### config.mk
export PLATFORM = sky130hd
export DESIGN_NAME = uart_tx_flat
export DESIGN_NICKNAME = d
export VERILOG_FILES = /design/src/rtl/uart_tx_pkg.sv /design/src/rtl/uart_tx_if.sv /design/src/rtl/uart_fifo.sv /design/src/rtl/uart_tx.sv /design/src/flat_wrapper.sv
export SDC_FILE = /design/constraint.sdc
export NUM_CORES = 1
export LEC_CHECK = 0
export BUFFER_PORTS_ARGS = -buffer_cell sky130_fd_sc_hd__buf_4
export CAP_MARGIN = 20
export CORE_ASPECT_RATIO = 0.75
export CORE_MARGIN = 4
export CORE_UTILIZATION = 60
export DETAILED_ROUTE_END_ITERATION = 7
export PLACE_DENSITY = 0.84
export SYNTH_ARGS = -nofsm -noshare
export SYNTH_HDL_FRONTEND = slang
export SYNTH_HIERARCHICAL = 1
export SYNTH_SLANG_ARGS = --single-unit
### constraint.sdc
create_clock -name clock -period 9.25 [get_ports clock]
set_clock_uncertainty 0.05 [all_clocks]
set_input_delay 0.925 -clock clock [delete_from_list [all_inputs] [get_ports clock]]
set_output_delay 0.925 -clock clock [all_outputs]
set_load 0.05 [all_outputs]
### src/rtl/uart_tx_pkg.sv
`default_nettype none
// ============================================================================
// Module   : uart_tx_pkg
// Purpose  : Shared constants and types for the NBBSOC UART transmitter.
//            Holds the MMIO address map of the peripheral bus, the TX state
//            encoding and a helper that packs the status word.
// Revision : 1.0 - initial release
// ============================================================================
package uart_tx_pkg;

    // MMIO address map of the peripherals on the NBBPU data bus
    localparam logic [15:0] ADDR_PWM       = 16'h8000;
    localparam logic [15:0] ADDR_ADC       = 16'h8010;
    localparam logic [15:0] ADDR_UART_DATA = 16'h8020;
    localparam logic [15:0] ADDR_UART_STAT = 16'h8021;

    // Transmitter state encoding
    typedef enum logic [1:0] {
        ST_IDLE  = 2'd0,
        ST_START = 2'd1,
        ST_DATA  = 2'd2,
        ST_STOP  = 2'd3
    } tx_state_t;

    // Status word layout: {12'b0, overflow, full, empty, busy}
    function automatic logic [15:0] status_word(input logic ovf, input logic full,
                                                input logic empty, input logic busy);
        return {12'b0, ovf, full, empty, busy};
    endfunction

endpackage
`default_nettype wire

### src/rtl/uart_tx_if.sv
`default_nettype none
// ============================================================================
// Module   : uart_tx_if
// Purpose  : NBBPU data-bus slice seen by a memory-mapped peripheral.
// Ports    : write_enable, read_enable - bus strobes
//            address[15:0]             - bus address
//            write_data[15:0]          - bus write data
//            read_data[15:0]           - registered peripheral read data
// Revision : 1.0 - initial release
// ============================================================================
interface uart_tx_if;
    logic        write_enable;
    logic        read_enable;
    logic [15:0] address;
    logic [15:0] write_data;
    logic [15:0] read_data;

    modport master (
        output write_enable, read_enable, address, write_data,
        input  read_data
    );

    modport slave (
        input  write_enable, read_enable, address, write_data,
        output read_data
    );
endinterface
`default_nettype wire

### src/rtl/uart_fifo.sv
`default_nettype none
// ============================================================================
// Module   : uart_fifo
// Purpose  : Synchronous byte FIFO with show-ahead output. Circular buffer
//            with wrapping pointers and a separate occupancy count.
// Ports    : clock, reset (async, active high)
//            push, din[7:0]  - write side; a push while full is accepted
//                              only when a pop happens on the same edge
//            pop, dout[7:0]  - read side; dout shows the head entry
//            empty, full     - occupancy flags from the registered count
// Revision : 1.0 - initial release
// ============================================================================
module uart_fifo #(
    parameter int DEPTH = 4
) (
    input  logic       clock,
    input  logic       reset,
    input  logic       push,
    input  logic       pop,
    input  logic [7:0] din,
    output logic [7:0] dout,
    output logic       empty,
    output logic       full
);
    localparam int PTR_W = $clog2(DEPTH);

    logic [7:0]       r_mem [DEPTH];
    logic [PTR_W-1:0] r_wr_ptr;
    logic [PTR_W-1:0] r_rd_ptr;
    logic [PTR_W:0]   r_count;
    logic             w_do_pop;
    logic             w_do_push;

    assign empty     = (r_count == '0);
    assign full      = (r_count == (PTR_W + 1)'(DEPTH));
    assign w_do_pop  = pop && !empty;
    // The slot freed by a simultaneous pop makes a push-while-full legal
    assign w_do_push = push && (!full || w_do_pop);
    assign dout      = r_mem[r_rd_ptr];

    // Storage needs no reset: discarding contents is done via the pointers
    always_ff @(posedge clock) begin
        if (w_do_push) begin
            r_mem[r_wr_ptr] <= din;
        end
    end

    always_ff @(posedge clock or posedge reset) begin
        if (reset) begin
            r_wr_ptr <= '0;
            r_rd_ptr <= '0;
            r_count  <= '0;
        end else begin
            if (w_do_push) begin
                r_wr_ptr <= r_wr_ptr + 1'b1;
            end
            if (w_do_pop) begin
                r_rd_ptr <= r_rd_ptr + 1'b1;
            end
            case ({w_do_push, w_do_pop})
                2'b10:   r_count <= r_count + 1'b1;
                2'b01:   r_count <= r_count - 1'b1;
                default: r_count <= r_count;
            endcase
        end
    end
endmodule
`default_nettype wire

### src/rtl/uart_tx.sv
`default_nettype none
// ============================================================================
// Module   : uart_tx
// Purpose  : Memory-mapped 8N1 UART transmitter. CPU pushes bytes into a
//            FIFO at BASE and polls status at BASE+1; the FSM serialises
//            FIFO contents LSB first with BAUD_DIV clocks per bit.
// Ports    : clock, reset (async, active high)
//            bus  - uart_tx_if.slave (strobes, address, data, read_data)
//            TX   - registered serial output, idles high
//            busy - high while a frame is on the line
// Revision : 1.0 - initial release
// ============================================================================
module uart_tx
    import uart_tx_pkg::*;
#(
    parameter int          BAUD_DIV   = 104,
    parameter int          FIFO_DEPTH = 4,
    parameter logic [15:0] BASE       = ADDR_UART_DATA
) (
    input  logic     clock,
    input  logic     reset,
    uart_tx_if.slave bus,
    output logic     TX,
    output logic     busy
);
    localparam int                BAUD_W    = $clog2(BAUD_DIV);
    localparam logic [BAUD_W-1:0] BAUD_LAST = BAUD_W'(BAUD_DIV - 1);
    localparam logic [15:0]       STAT_ADDR = BASE + 16'd1;

    tx_state_t         r_state;
    tx_state_t         w_state_next;
    logic [BAUD_W-1:0] r_baud_cnt;
    logic [BAUD_W-1:0] w_baud_next;
    logic [BAUD_W-1:0] w_baud_inc;
    logic [2:0]        r_bit_cnt;
    logic [2:0]        w_bit_next;
    logic [7:0]        r_shift;
    logic [7:0]        w_shift_next;
    logic              r_tx;
    logic              w_tx_next;
    logic              r_overflow;
    logic [15:0]       r_read_data;
    logic              w_push;
    logic              w_pop;
    logic              w_empty;
    logic              w_full;
    logic              w_stat_rd;
    logic              w_baud_tc;
    logic [7:0]        w_fifo_dout;
    logic              w_unused_wdata;

    // Only the low byte of the bus carries data
    assign w_unused_wdata = ^bus.write_data[15:8];

    assign w_push     = bus.write_enable && (bus.address == BASE);
    // A write strobe takes precedence, so a combined strobe is not a status read
    assign w_stat_rd  = bus.read_enable && !bus.write_enable && (bus.address == STAT_ADDR);
    assign w_baud_tc  = (r_baud_cnt == BAUD_LAST);
    assign w_baud_inc = w_baud_tc ? '0 : r_baud_cnt + 1'b1;

    assign busy          = (r_state != ST_IDLE);
    assign TX            = r_tx;
    assign bus.read_data = r_read_data;

    uart_fifo #(
        .DEPTH (FIFO_DEPTH)
    ) u_fifo (
        .clock (clock),
        .reset (reset),
        .push  (w_push),
        .pop   (w_pop),
        .din   (bus.write_data[7:0]),
        .dout  (w_fifo_dout),
        .empty (w_empty),
        .full  (w_full)
    );

    // ------------------------------------------------------------------
    // Transmit FSM
    // ------------------------------------------------------------------
    always_ff @(posedge clock or posedge reset) begin
        if (reset) begin
            r_state    <= ST_IDLE;
            r_baud_cnt <= '0;
            r_bit_cnt  <= '0;
            r_shift    <= '0;
            r_tx       <= 1'b1;
        end else begin
            r_state    <= w_state_next;
            r_baud_cnt <= w_baud_next;
            r_bit_cnt  <= w_bit_next;
            r_shift    <= w_shift_next;
            r_tx       <= w_tx_next;
        end
    end

    always_comb begin
        w_state_next = r_state;
        w_baud_next  = r_baud_cnt;
        w_bit_next   = r_bit_cnt;
        w_shift_next = r_shift;
        w_pop        = 1'b0;
        w_tx_next    = 1'b1;

        case (r_state)
            ST_IDLE: begin
                if (!w_empty) begin
                    w_pop        = 1'b1;
                    w_shift_next = w_fifo_dout;
                    w_baud_next  = '0;
                    w_bit_next   = '0;
                    w_state_next = ST_START;
                end
            end
            ST_START: begin
                w_baud_next = w_baud_inc;
                if (w_baud_tc) begin
                    w_state_next = ST_DATA;
                end
            end
            ST_DATA: begin
                w_baud_next = w_baud_inc;
                if (w_baud_tc) begin
                    if (r_bit_cnt == 3'd7) begin
                        w_state_next = ST_STOP;
                    end else begin
                        w_shift_next = {1'b0, r_shift[7:1]};
                        w_bit_next   = r_bit_cnt + 1'b1;
                    end
                end
            end
            ST_STOP: begin
                w_baud_next = w_baud_inc;
                if (w_baud_tc) begin
                    // Chain straight into the next start bit when data waits
                    if (!w_empty) begin
                        w_pop        = 1'b1;
                        w_shift_next = w_fifo_dout;
                        w_bit_next   = '0;
                        w_state_next = ST_START;
                    end else begin
                        w_state_next = ST_IDLE;
                    end
                end
            end
            default: begin
                w_state_next = ST_IDLE;
            end
        endcase

        // TX is registered from the next state so the line never glitches
        case (w_state_next)
            ST_START: w_tx_next = 1'b0;
            ST_DATA:  w_tx_next = w_shift_next[0];
            default:  w_tx_next = 1'b1;
        endcase
    end

    // ------------------------------------------------------------------
    // MMIO: sticky overflow flag and registered read data
    // ------------------------------------------------------------------
    always_ff @(posedge clock or posedge reset) begin
        if (reset) begin
            r_overflow  <= 1'b0;
            r_read_data <= '0;
        end else begin
            // Setting beats the clear-on-read
            if (w_push && w_full && !w_pop) begin
                r_overflow <= 1'b1;
            end else if (w_stat_rd) begin
                r_overflow <= 1'b0;
            end
            if (bus.read_enable) begin
                r_read_data <= w_stat_rd ? status_word(r_overflow, w_full, w_empty, busy) : '0;
            end
        end
    end
endmodule
`default_nettype wire

### src/flat_wrapper.sv
// flat-port wrapper written by rule: the top's interface ports become plain ports
module uart_tx_flat import uart_tx_pkg::*;
#(
    parameter int          BAUD_DIV   = 104,
    parameter int          FIFO_DEPTH = 4,
    parameter logic [15:0] BASE       = ADDR_UART_DATA
)
  (clock, reset, TX, busy, bus_write_enable, bus_read_enable, bus_address, bus_write_data, bus_read_data);
  uart_tx_if bus_i ();
  input  logic clock;
  input  logic reset;
  output logic TX;
  output logic busy;
  input wire logic [$bits(bus_i.write_enable)-1:0] bus_write_enable;
  input wire logic [$bits(bus_i.read_enable)-1:0] bus_read_enable;
  input wire logic [$bits(bus_i.address)-1:0] bus_address;
  input wire logic [$bits(bus_i.write_data)-1:0] bus_write_data;
  output wire logic [$bits(bus_i.read_data)-1:0] bus_read_data;
  assign bus_i.write_enable = bus_write_enable;
  assign bus_i.read_enable = bus_read_enable;
  assign bus_i.address = bus_address;
  assign bus_i.write_data = bus_write_data;
  assign bus_read_data = bus_i.read_data;
  uart_tx #(.BAUD_DIV(BAUD_DIV), .FIFO_DEPTH(FIFO_DEPTH), .BASE(BASE)) u_core (.clock(clock), .reset(reset), .bus(bus_i), .TX(TX), .busy(busy));
endmodule
==> out/qor.csv, run 1 <==
metric,value,unit
Critical Path Fanout Max,10,
DIE AREA,0.00664,sq mm
Critical Path AT,3.51,ns
drt total wl,5970,um
synthesized area,0.00323,sq mm
core footprint,0.00506,sq mm
proportion of netlist area held by the largest area contributor,29.7,%
Hold Path Class,input port to async pin,
WP data required,9.47,ns
distinct cell type count after synthesis,61,
DRT iter0 DRCs,132,
Initial Util,63.9,%
Post-synth top flop,edfxtp_1,
CTS Buf Count,9,
Worst path slowest cell,o41ai_4,
adder-cell share of the synthesized area,5.65,%
CTS tree,done,
GRT busiest layer,met2,
Seq pwr share,52.8,%
maxcap violations,0,
Syn Area/Cell,12.9,sq um
"Setup violations, final",0,
Ports,54,
# nets final,338,
grt total ovfl,0,
# DRC,0,
vias post-DR,2048,
#FFs+latches synth,65,
setup_tns,0,ns
RSZ-0062 raised after global routing,false,
Critical Path Sink Type,flop,
Yosys top cell by area,edfxtp_1,
synth top area cells,"edfxtp_1, dfrtp_1, mux4_2",
PortBufs,33,
Die H,71.6,um
Switch Pwr,0.134,mW
outcome,finished clean,
vias in the first global route,2049,
Post-synth EDFFs,32,
Post-CTS Resized,0,
Max Buffers Root-to-Sink,2,
GP Congestion,0.908,
drt pass-1 iters,4,
sw frac,23.3,%
"Seq/Total Area, Yosys",55.3,%
Sink Count,65,
Synth Area in Simple Gates,11.5,%
drt via density,5.61,
Layout Utilization,73.4,%
met3 Use GR,7.24,%
share of async-settable or async-resettable flops after synthesis,50.8,%
crit-path cells,"ha_1, nand3_1, o41ai_4, nor2b_1, o31a_2, ha_1, inv_1, fa_1, xor2_1, nor2_1, xor2_1",
"Warnings, synthesis",6,
CTS Root Cell,clkbuf_8,
largest net degree at the start of global routing,27,
global-route wire length before repair,9690,um
GR Util met2,29.7,%
Worst-path clk slew,0.07,ns
clock share of power,42.7,%
met1 Usage GRT,25.1,%
setup bufs post-CTS,0,
"Hold-fix buffers, CTS",0,
share of layout cells above drive strength 1,27.0,%
antenna violations before repair,0,
Tot GR Track Use,19.0,%
post-route cell area,0.00372,sq mm
slew margin rel.,62.6,%
WS Path Type,flop to flop,
Power Dens Cells,155,mW/mm^2
Compound-Gate Fraction of Synth Area,11.6,%
Final Critical Period,3.29,ns
antenna cells,0,
CP Launch Type,flop,
P_int,0.441,mW
Tightest Pin Transition,0.554,ns
final hold vios,0,
"antenna viol nets, final",0,
crit share post-route,35.6,%
dpl cell area,0.00348,sq mm
Max stage delay on crit path,0.56,ns
XOR/XNOR Fraction of Synth Area,1.62,%
Max Freq,304,MHz
Rows,22,
combinational family with the most area after synthesis,compound AO/OA/AOI/OAI gates,
synthesized instance count,251,
Reg2Reg Setup Slack,5.96,ns
die span in x,92.8,um
power share of the combinational group,4.6,%
worst vdd ir,0.127,mV
final slew viol count,0,
placed wire-length estimate,4200,um
post-synthesis mux area share,7.62,%
Area Overhead vs Synth,15.0,%
Max H-tree Level,3,
Clock Latency Late Sink,0.34,ns
DR WL/cell,16.4,um
P_leak,1.51,nW
[cells by family after synthesis]
logic type	count (synthesis)
XOR/XNOR	6
flip-flops	65
AND/OR/NAND/NOR	64
multiplexers	14
other	1
adder cells (fa/ha/maj)	14
buffers and inverters	41
AO/OA/AOI/OAI	46
[metal layers]
| layer | part of all wire, % | up-vias |
|---|---|---|
| met5 | 0 | - |
| met4 | 1.6 | 0 |
| met3 | 4.3 | 10 |
| met2 | 50 | 49 |
| met1 | 44 | 1016 |
| li1 | - | 973 |
[synthesized netlist by cell type, types with 2 or more instances]
cell type,count
mux4_2,8
and3_2,5
a221o_1,5
o31ai_1,2
mux2i_1,4
a41oi_1,3
o21ai_0,13
xor2_1,3
and3_1,2
xnor2_1,3
buf_6,2
clkbuf_1,4
dfrtp_1,32
and2_2,4
nor2b_1,4
nor3b_1,2
buf_4,12
edfxtp_1,32
or3b_1,2
nand2_1,15
nor3_1,4
a22o_1,3
ha_1,13
nor2_1,10
nand3_1,4
a21oi_1,2
a22oi_1,3
nor4_1,2
inv_1,21
[state kept, by name, summed over array words and instances, names as in the netlist]
name	cells
u_core/u_fifo/r_mem	32
u_core/r_shift	8
u_core/r_baud_cnt	7
u_core/bus.read_data	4
u_core/r_bit_cnt	3
u_core/u_fifo/r_count	3
u_core/r_state	2
u_core/u_fifo/r_rd_ptr	2
u_core/u_fifo/r_wr_ptr	2
u_core/TX	1
u_core/r_overflow	1
[critical path, delay by kind of cell (launching register included)]
family,cells,cell delay [ns]
AND/OR/NAND/NOR,3,0.77
AO/OA/AOI/OAI,2,0.82
flip-flops,1,0.38
adder cells (fa/ha/maj),3,0.83
buffers and inverters,1,0.06
XOR/XNOR,2,0.30
[cells in the final DEF (no fill, tap or decap), types with 5 or more instances in the layout]
cell type,count
ha_1,13
nor2_1,10
o21ai_0,13
dfrtp_1,32
edfxtp_1,32
conb_1,12
and3_2,5
mux4_2,8
a221o_1,5
clkbuf_8,9
nand2_1,15
inv_1,21
buf_4,34
[metrics by stage]
| stage | hold slack, ns | cells | power [mW] | setup slack (ns) |
|---|---|---|---|---|
| after floorplan | 0.400 | 262 | 0.327 | 6.36 |
| after global placement | 0.425 | 348 | 0.334 | 6.10 |
| after detailed placement | 0.432 | 348 | 0.334 | 6.01 |
| after CTS | 0.448 | 364 | 0.579 | 5.98 |
| after global routing | 0.409 | 365 | 0.600 | 5.72 |
| final | 0.428 | 365 | 0.575 | 5.96 |
[worst paths after layout]
check | startpoint | end | cells after the start
max | u_core/r_baud_cnt[0] | u_core/u_fifo/r_count[2] | 11
min | reset | u_core/r_bit_cnt[0] | 2
max reg2reg | u_core/r_baud_cnt[0] | u_core/u_fifo/r_count[2] | 11
min reg2reg | u_core/r_shift[7] | u_core/r_shift[7] | 1
max in group asynchronous | reset | u_core/TX | 3
min in group clock | u_core/r_shift[7] | u_core/r_shift[7] | 1
[power groups by stage]
stage	Clock [mW]	Combinational, mW	Sequential (mW)
after floorplan	0	0.0174	0.310
after global placement	0	0.0242	0.310
after detailed placement	0	0.0249	0.310
after CTS	0.251	0.0249	0.303
after global routing	0.268	0.0285	0.303
final	0.246	0.0262	0.303
[cell type report]
| type | count | area (sq um) |
|---|---|---|
| flip-flops and latches | 65 | 1790 |
| fillers | 335 | 1350 |
| multi-input cells | 156 | 1270 |
| repair buffers | 35 | 283 |
| clock buffers | 9 | 124 |
| well taps | 72 | 90.1 |
| clock inverters | 7 | 82.6 |
| inverters | 21 | 78.8 |
Power figures use the tool's default switching activity.
==> run 2: changes to the inputs <==
ABC_AREA = 1   (was not set)
CORE_UTILIZATION = 56   (was 60)
PLACE_DENSITY = 0.79   (was 0.84)
clock period = 3.4 ns   (was 9.25 ns; I/O delays follow)
==> run 2 against run 1 <==
Sequential share of layout area is 1.8 points lower. Maximum frequency is 18% higher. Clock power grew to 2.6 times the previous value. Global-route usage is 0.90 points lower. Area after synthesis is 3.9% higher. Non-clock buffer count is 5 higher. Routed wire length is 4.9% higher. Die area is 10% higher. Worst setup slack worse by 5.4 ns. Final cell count is 31% higher.
==> out/qor.csv, run 2 <==
metric,value,unit,change
RSZ-0062 raised after global routing,false,,
antenna violations before repair,0,,unchanged
Initial Util,57.7,%,-6.1 points
# DRC,0,,unchanged
Hold Path Class,input port to flop,,
die span in x,97.5,um,+5.1%
drt pass-1 iters,4,,unchanged
#FFs+latches synth,65,,unchanged
register area,0.00179,sq mm,unchanged
"Setup violations, final",0,,unchanged
P_leak,1.73,nW,+14%
CTS Root Cell,clkbuf_8,,
"commonest non-fill, non-tap cells in the layout","nand2_1, nor2_1, inv_1",,
Max Freq,357,MHz,+18%
synthesized area,0.00336,sq mm,+3.9%
Switch Pwr,0.634,mW,+370%
setup_tns,0,ns,unchanged
Critical path buffers and inverters,5,,+4
global-route wire length before repair,10400,um,+7.8%
Area Overhead vs Synth,14.8,%,
synth top area cells,"edfxtp_1, dfrtp_1, nand2_1",,
maxcap violations,0,,unchanged
drt via density,5.22,,-6.9%
DR WL/cell,13.1,um,-20%
Worst path slowest cell,dfrtp_1,,
Top delay family on crit path,adder cells,,
outcome,finished clean,,
CTS tree,done,,
CTS Buf Count,9,,unchanged
Worst-path clk slew,0.07,ns,about the same
Sink Count,65,,unchanged
share of async-settable or async-resettable flops after synthesis,50.8,%,unchanged
# nets final,445,,+32%
Critical Path AT,2.98,ns,-0.53 ns
Critical Path Sink Type,flop,,
proportion of netlist area held by the largest area contributor,28.6,%,-1.1 points
total chip power,1.98,mW,+240%
vias post-DR,2496,,+22%
crit share post-route,82.3,%,+47 points
DRT iter0 DRCs,111,,-16%
largest net degree at the start of global routing,27,,unchanged
Post-synth top flop,edfxtp_1,,
Max H-tree Level,3,,unchanged
most frequent cell after synthesis,nand2_1,,
DIE AREA,0.00732,sq mm,+10%
Reg2Reg Setup Slack,0.60,ns,-5.35 ns
clock share of power,31.9,%,-11 points
P_int,1.34,mW,+200%
Yosys top cell by area,edfxtp_1,,
PortBufs,33,,unchanged
Biggest register,u_core/u_fifo/r_mem,,
Seq pwr share,45.8,%,-7.0 points
Clock Latency Late Sink,0.34,ns,about the same
Tot GR Track Use,18.1,%,-0.90 points
WS Path Type,flop to flop,,
antenna cells,0,,unchanged
sw frac,32.1,%,+8.8 points
GP Congestion,0.813,,-10%
Power Dens Cells,512,mW/mm^2,+230%
Rows,24,,+9.1%
"Warnings, synthesis",6,,unchanged
Final Critical Period,2.80,ns,-0.496 ns
core footprint,0.00583,sq mm,+15%
drt total wl,6270,um,+4.9%
Syn Area/Cell,9.58,sq um,-26%
number of flip-flops in the largest register,32,,unchanged
synth cell count leaders,"nand2_1, nor2_1, inv_1, dfrtp_1, edfxtp_1",,
final slew viol count,0,,unchanged
power share of the combinational group,22.3,%,+18 points
final hold vios,0,,unchanged
# fillers,451,,+35%
worst vdd ir,0.280,mV,+120%
placed wire-length estimate,4550,um,+8.3%
Post-synth EDFFs,32,,unchanged
vias in the first global route,2314,,+13%
share of layout cells above drive strength 1,18.5,%,-8.5 points
grt total ovfl,0,,unchanged
Ports,54,,unchanged
Max stage delay on crit path,0.43,ns,-0.13 ns
Die H,75.1,um,+4.9%
synthesized instance count,351,,+40%
Tightest Pin Transition,0.758,ns,+0.204 ns
multi-input logic area,0.00129,sq mm,+1.5%
"most common cell after layout, fill and taps aside",nand2_1,,
Critical Path Fanout Max,9,,-1
setup bufs post-CTS,0,,unchanged
Max Buffers Root-to-Sink,2,,unchanged
slew margin rel.,49.5,%,-13 points
crit-path cells,"inv_1, ha_1, clkinv_1, nand2_2, nand2_1, inv_1, nand2_1, inv_1, ha_1, inv_1, fa_1, nand2_1, nand3_1, nand2_1, nand2_1",,
"Seq/Total Area, Yosys",53.2,%,-2.1 points
"antenna viol nets, final",0,,unchanged
WP data required,3.58,ns,-5.89 ns
CP Launch Type,flop,,
distinct cell type count after synthesis,41,,-33%
Crit path top cell by count,nand2_1,,
largest registers,"u_core/u_fifo/r_mem x32, u_core/r_shift x8, u_core/r_baud_cnt x7",,
Layout Utilization,66.3,%,-7.2 points
-- run 2: cell count changes after synthesis, sizes merged, moves of 4 or more --
cell,before,now
nand3,4,28
and3,7,0
o21ai,13,36
clkbuf,4,0
nor2,10,43
nand2,16,72
and2,5,0
a22o,4,0
o221ai,0,6
mux4,8,0
inv,21,41
nor2b,4,0
a221o,5,0
mux2i,4,0
-- run 2: power by group through the flow --
stage | combinational (mW) | sequential (mW) | clock [mW]
after floorplan | 0.306 | 0.939 | 0
after global placement | 0.421 | 0.919 | 0
after global routing | 0.490 | 0.912 | 0.680
after detailed placement | 0.435 | 0.922 | 0
final | 0.441 | 0.905 | 0.629
after CTS | 0.437 | 0.905 | 0.648
-- run 2: cell families (layout without fill, tap and decap cells) --
logic type / count (synthesis) / in the layout / synth area share, %
other: 1 / 12 / 0.112
DFF: 65 / 65 / 53.2
AOI/OAI and AO/OA: 53 / 53 / 9.71
adders and majority gates: 14 / 14 / 5.43
xor gates and xnor gates: 3 / 3 / 0.782
and+or+nand+nor: 155 / 155 / 21.1
buffers and inverters: 60 / 98 / 9.64
-- run 2: per-layer routing --
layer | vias to the layer above | track usage [%] | wire, um
li1 | 1239 | - | -
met1 | 1179 | 22.5 | 2820
met2 | 71 | 30.5 | 2990
met3 | 7 | 5.46 | 377
met4 | 0 | 6.76 | 74
met5 | - | 0 | 0
-- run 2: final cells by class --
class | instances | area share, %
clock buffer | 9 | 3.21
clock inverter | 7 | 1.85
inverter | 42 | 4.28
multi-input combinational | 237 | 33.5
sequential | 65 | 46.3
tap | 78 | 2.53
timing repair buffer | 40 | 8.36
-- run 2: path summary, 6_finish.rpt --
kind / from / to / cells past startpoint
setup / recovery: u_core/r_state[1] / u_core/u_fifo/r_count[2] / 15
hold / removal: bus_write_data[4] / u_core/u_fifo/r_mem[2][4] / 1
setup reg to reg: u_core/r_state[1] / u_core/u_fifo/r_count[2] / 15
hold reg to reg: u_core/r_overflow / u_core/r_overflow / 2
max in group asynchronous: reset / u_core/TX / 4
min in group asynchronous: reset / u_core/r_overflow / 3
-- run 2: timing repair --
| action | CTS | global route |
|---|---|---|
| resized for setup | 0 | 0 |
| setup endpoints to repair | 0 | 0 |
| hold buffers | 1 | 0 |
| endpoints found under the hold margin | 7 | 0 |
-- run 2: metrics by stage --
stage | hold WS [ns] | std cells | setup slack, ns | instance area (sq um)
finish | 0.149 | 478 | 0.603 | 3860
CTS | 0.132 | 477 | 0.613 | 3830
detailed placement | 0.257 | 460 | 0.611 | 3630
floorplan | 0.0934 | 362 | 0.582 | 3400
global route | 0.123 | 478 | 0.325 | 3860
global placement | 0.260 | 460 | 0.738 | 3630
==> run 3: changes to the inputs <==
ABC_AREA = 0   (was 1)
clock period = 2.78 ns   (was 3.4 ns; I/O delays follow)
==> run 3 against run 2 <==
Final area shrank 0.45%. Register-to-register slack got worse by 0.50 ns. Worst setup slack lost 0.50 ns. Critical path depth shrank 5. Maximum frequency grew 4.3%. Routed wire length fell by 5.6%. Total power down 3.0%. Sequential cell count is the same. Clock power up 30%. Hold slack lost 0.070 ns. Count of clock-buffer cells in the layout unchanged.
==> out/qor.csv, run 3 (synthesis gave the netlist of run 1 again) <==
metric,value,unit,change
outcome,finished clean,,
worst r2r src,u_core/r_baud_cnt[4],,
Die H,73.8,um,-1.7%
Sink Count,65,,unchanged
Worst-path clk slew,0.08,ns,about the same
P_leak,1.57,nW,-9.3%
"most common cell after layout, fill and taps aside",buf_4,,
WS Path Type,flop to flop,,
# DRC,0,,unchanged
"antenna viol nets, final",0,,unchanged
Critical path buffers and inverters,1,,-4
final slew viol count,0,,unchanged
final hold vios,0,,unchanged
vias post-DR,2057,,-18%
Critical Path AT,2.90,ns,-0.08 ns
largest net degree at the start of global routing,27,,unchanged
Worst path slowest cell,or3b_4,,
Setup Slack @ Placement,0.0637,ns,-0.548 ns
hold worst-path end,u_core/u_fifo/r_mem[2][5],,
antenna violations before repair,0,,unchanged
"commonest non-fill, non-tap cells in the layout","buf_4, edfxtp_1, dfrtp_1",,
Hold Crit Start,bus_write_data[5],,
drt total wl,5920,um,-5.6%
Max Buffers Root-to-Sink,2,,unchanged
RSZ-0062 raised after global routing,false,,
crit share post-route,96.5,%,+14 points
Power Dens Cells,499,mW/mm^2,-2.6%
Final Critical Period,2.68,ns,-0.115 ns
global-route wire length before repair,9520,um,-8.9%
CTS Root Cell,clkbuf_8,,
"Setup violations, final",0,,unchanged
crit-path cells,"or3b_4, o41ai_4, nor2b_4, o31a_4, ha_4, inv_1, fa_1, xor2_1, nor2_1, xor2_1",,
Max Freq,373,MHz,+4.3%
die span in x,95.8,um,-1.8%
maxcap violations,0,,unchanged
number of flip-flops in the largest register,32,,unchanged
Max stage delay on crit path,0.43,ns,about the same
placed wire-length estimate,4280,um,-6.0%
Area Overhead vs Synth,18.8,%,
grt total ovfl,0,,unchanged
dpl cell area,0.00356,sq mm,-2.0%
DR WL/cell,15.7,um,+19%
"Cell Count, Final, Fillers Out",378,,-21%
WP data required,3.00,ns,-0.58 ns
setup ws final,0.0982,ns,-0.505 ns
Rows,23,,-4.2%
Max H-tree Level,3,,unchanged
Initial Util,59.2,%,+1.4 points
DRT iter0 DRCs,83,,-25%
Worst R2R End,u_core/u_fifo/r_count[2],,
Critical Path Sink Type,flop,,
Tightest Pin Transition,0.559,ns,-0.199 ns
Ports,54,,unchanged
GP Congestion,0.855,,+5.2%
# nets final,348,,-22%
Top delay family on crit path,simple AND/OR/NAND/NOR gates,,
Biggest register,u_core/u_fifo/r_mem,,
Tot GR Track Use,18.3,%,+0.18 points
Crit path top cell by count,xor2_1,,
share of layout cells above drive strength 1,31.4,%,+13 points
FF-to-FF path depth,10,,-5
hold path depth,1,,unchanged
CTS tree,done,,
Reg2Reg Setup Slack,0.1,ns,-0.50 ns
vias in the first global route,1993,,-14%
drt pass-1 iters,4,,unchanged
slew margin rel.,62.3,%,+13 points
Hold Path Class,input port to flop,,
CP Launch Type,flop,,
worst vdd ir,0.401,mV,+43%
PortBufs,33,,unchanged
post-route cell area,0.00384,sq mm,-0.45%
Clock Latency Late Sink,0.34,ns,about the same
placed cells,359,,-22%
Critical Path Fanout Max,3,,-6
CTS Buf Count,9,,unchanged
drt via density,5.44,,+4.2%
core footprint,0.00547,sq mm,-6.1%
largest registers,"u_core/u_fifo/r_mem x32, u_core/r_shift x8, u_core/r_baud_cnt x7",,
DIE AREA,0.00707,sq mm,-3.4%
antenna cells,0,,unchanged
## run 3: cell types whose count changed in the layout (fill, tap and decap cells not counted), sizes merged, moves of 5 or more
cell / previous run / this run
and2: 0 / 5
o221ai: 6 / 0
nand3: 28 / 4
buf: 39 / 44
inv: 41 / 25
o21ai: 36 / 13
mux4: 0 / 8
a221o: 0 / 5
nand2: 72 / 16
and3: 0 / 7
nor2: 43 / 10
## run 3: metal layers
metal  GRT usage, %  share of wire, %
met5              0                 0
met4           7.10               1.2
met3           6.04               4.2
met2           27.5                48
met1           24.7                46
## run 3: metrics by stage
stage	util (%)	hold WS (ns)	power, mW	TNS (ns)
detailed placement	65.0	0.188	1.11	0
CTS	69.0	0.0610	1.94	0
floorplan	-	0.0314	1.09	-0.0506
finish	70.3	0.0784	1.92	0
global route	70.3	0.0483	2.00	0
global placement	65.0	0.186	1.11	0
## run 3: report_power, final
| group | switching (mW) | leakage, nW | internal, mW |
|---|---|---|---|
| combinational | 0.0578 | 0.768 | 0.0306 |
| clock | 0.388 | 0.103 | 0.430 |
| sequential | 0.0000519 | 0.694 | 1.01 |
| total | 0.445 | 1.57 | 1.47 |
## run 3: layout make-up
cell class                      instances  area [sq um]
Clock buffer                            9           124
Clock inverter                          7          83.8
Fill cell                             376          1630
Inverter                               21          78.8
Multi-Input combinational cell        156          1310
Sequential cell                        65          1790
Tap cell                               75          93.8
Timing Repair Buffer                   45           360
## run 3: repair_timing
| item | 4_1_cts | 5_1_grt |
|---|---|---|
| hold buffers | 1 | 0 |
| endpoints found under the setup margin | 0 | 2 |
| gates resized for setup | 0 | 8 |
| buffers inserted | 0 | 1 |
| hold endpoints to repair | 7 | 0 |
## run 3: how the worst max path moves through the flow
stage / from / end / cells past startpoint
2_1_floorplan: u_core/r_baud_cnt[3] / u_core/u_fifo/r_count[2] / 12
3_3_place_gp: u_core/r_state[1] / u_core/u_fifo/r_count[2] / 11
3_5_place_dp: u_core/r_state[1] / u_core/u_fifo/r_count[2] / 11
4_1_cts: u_core/r_state[1] / u_core/u_fifo/r_count[2] / 11
5_1_grt: u_core/r_baud_cnt[4] / u_core/u_fifo/r_count[2] / 10
6_report: u_core/r_baud_cnt[4] / u_core/u_fifo/r_count[2] / 10
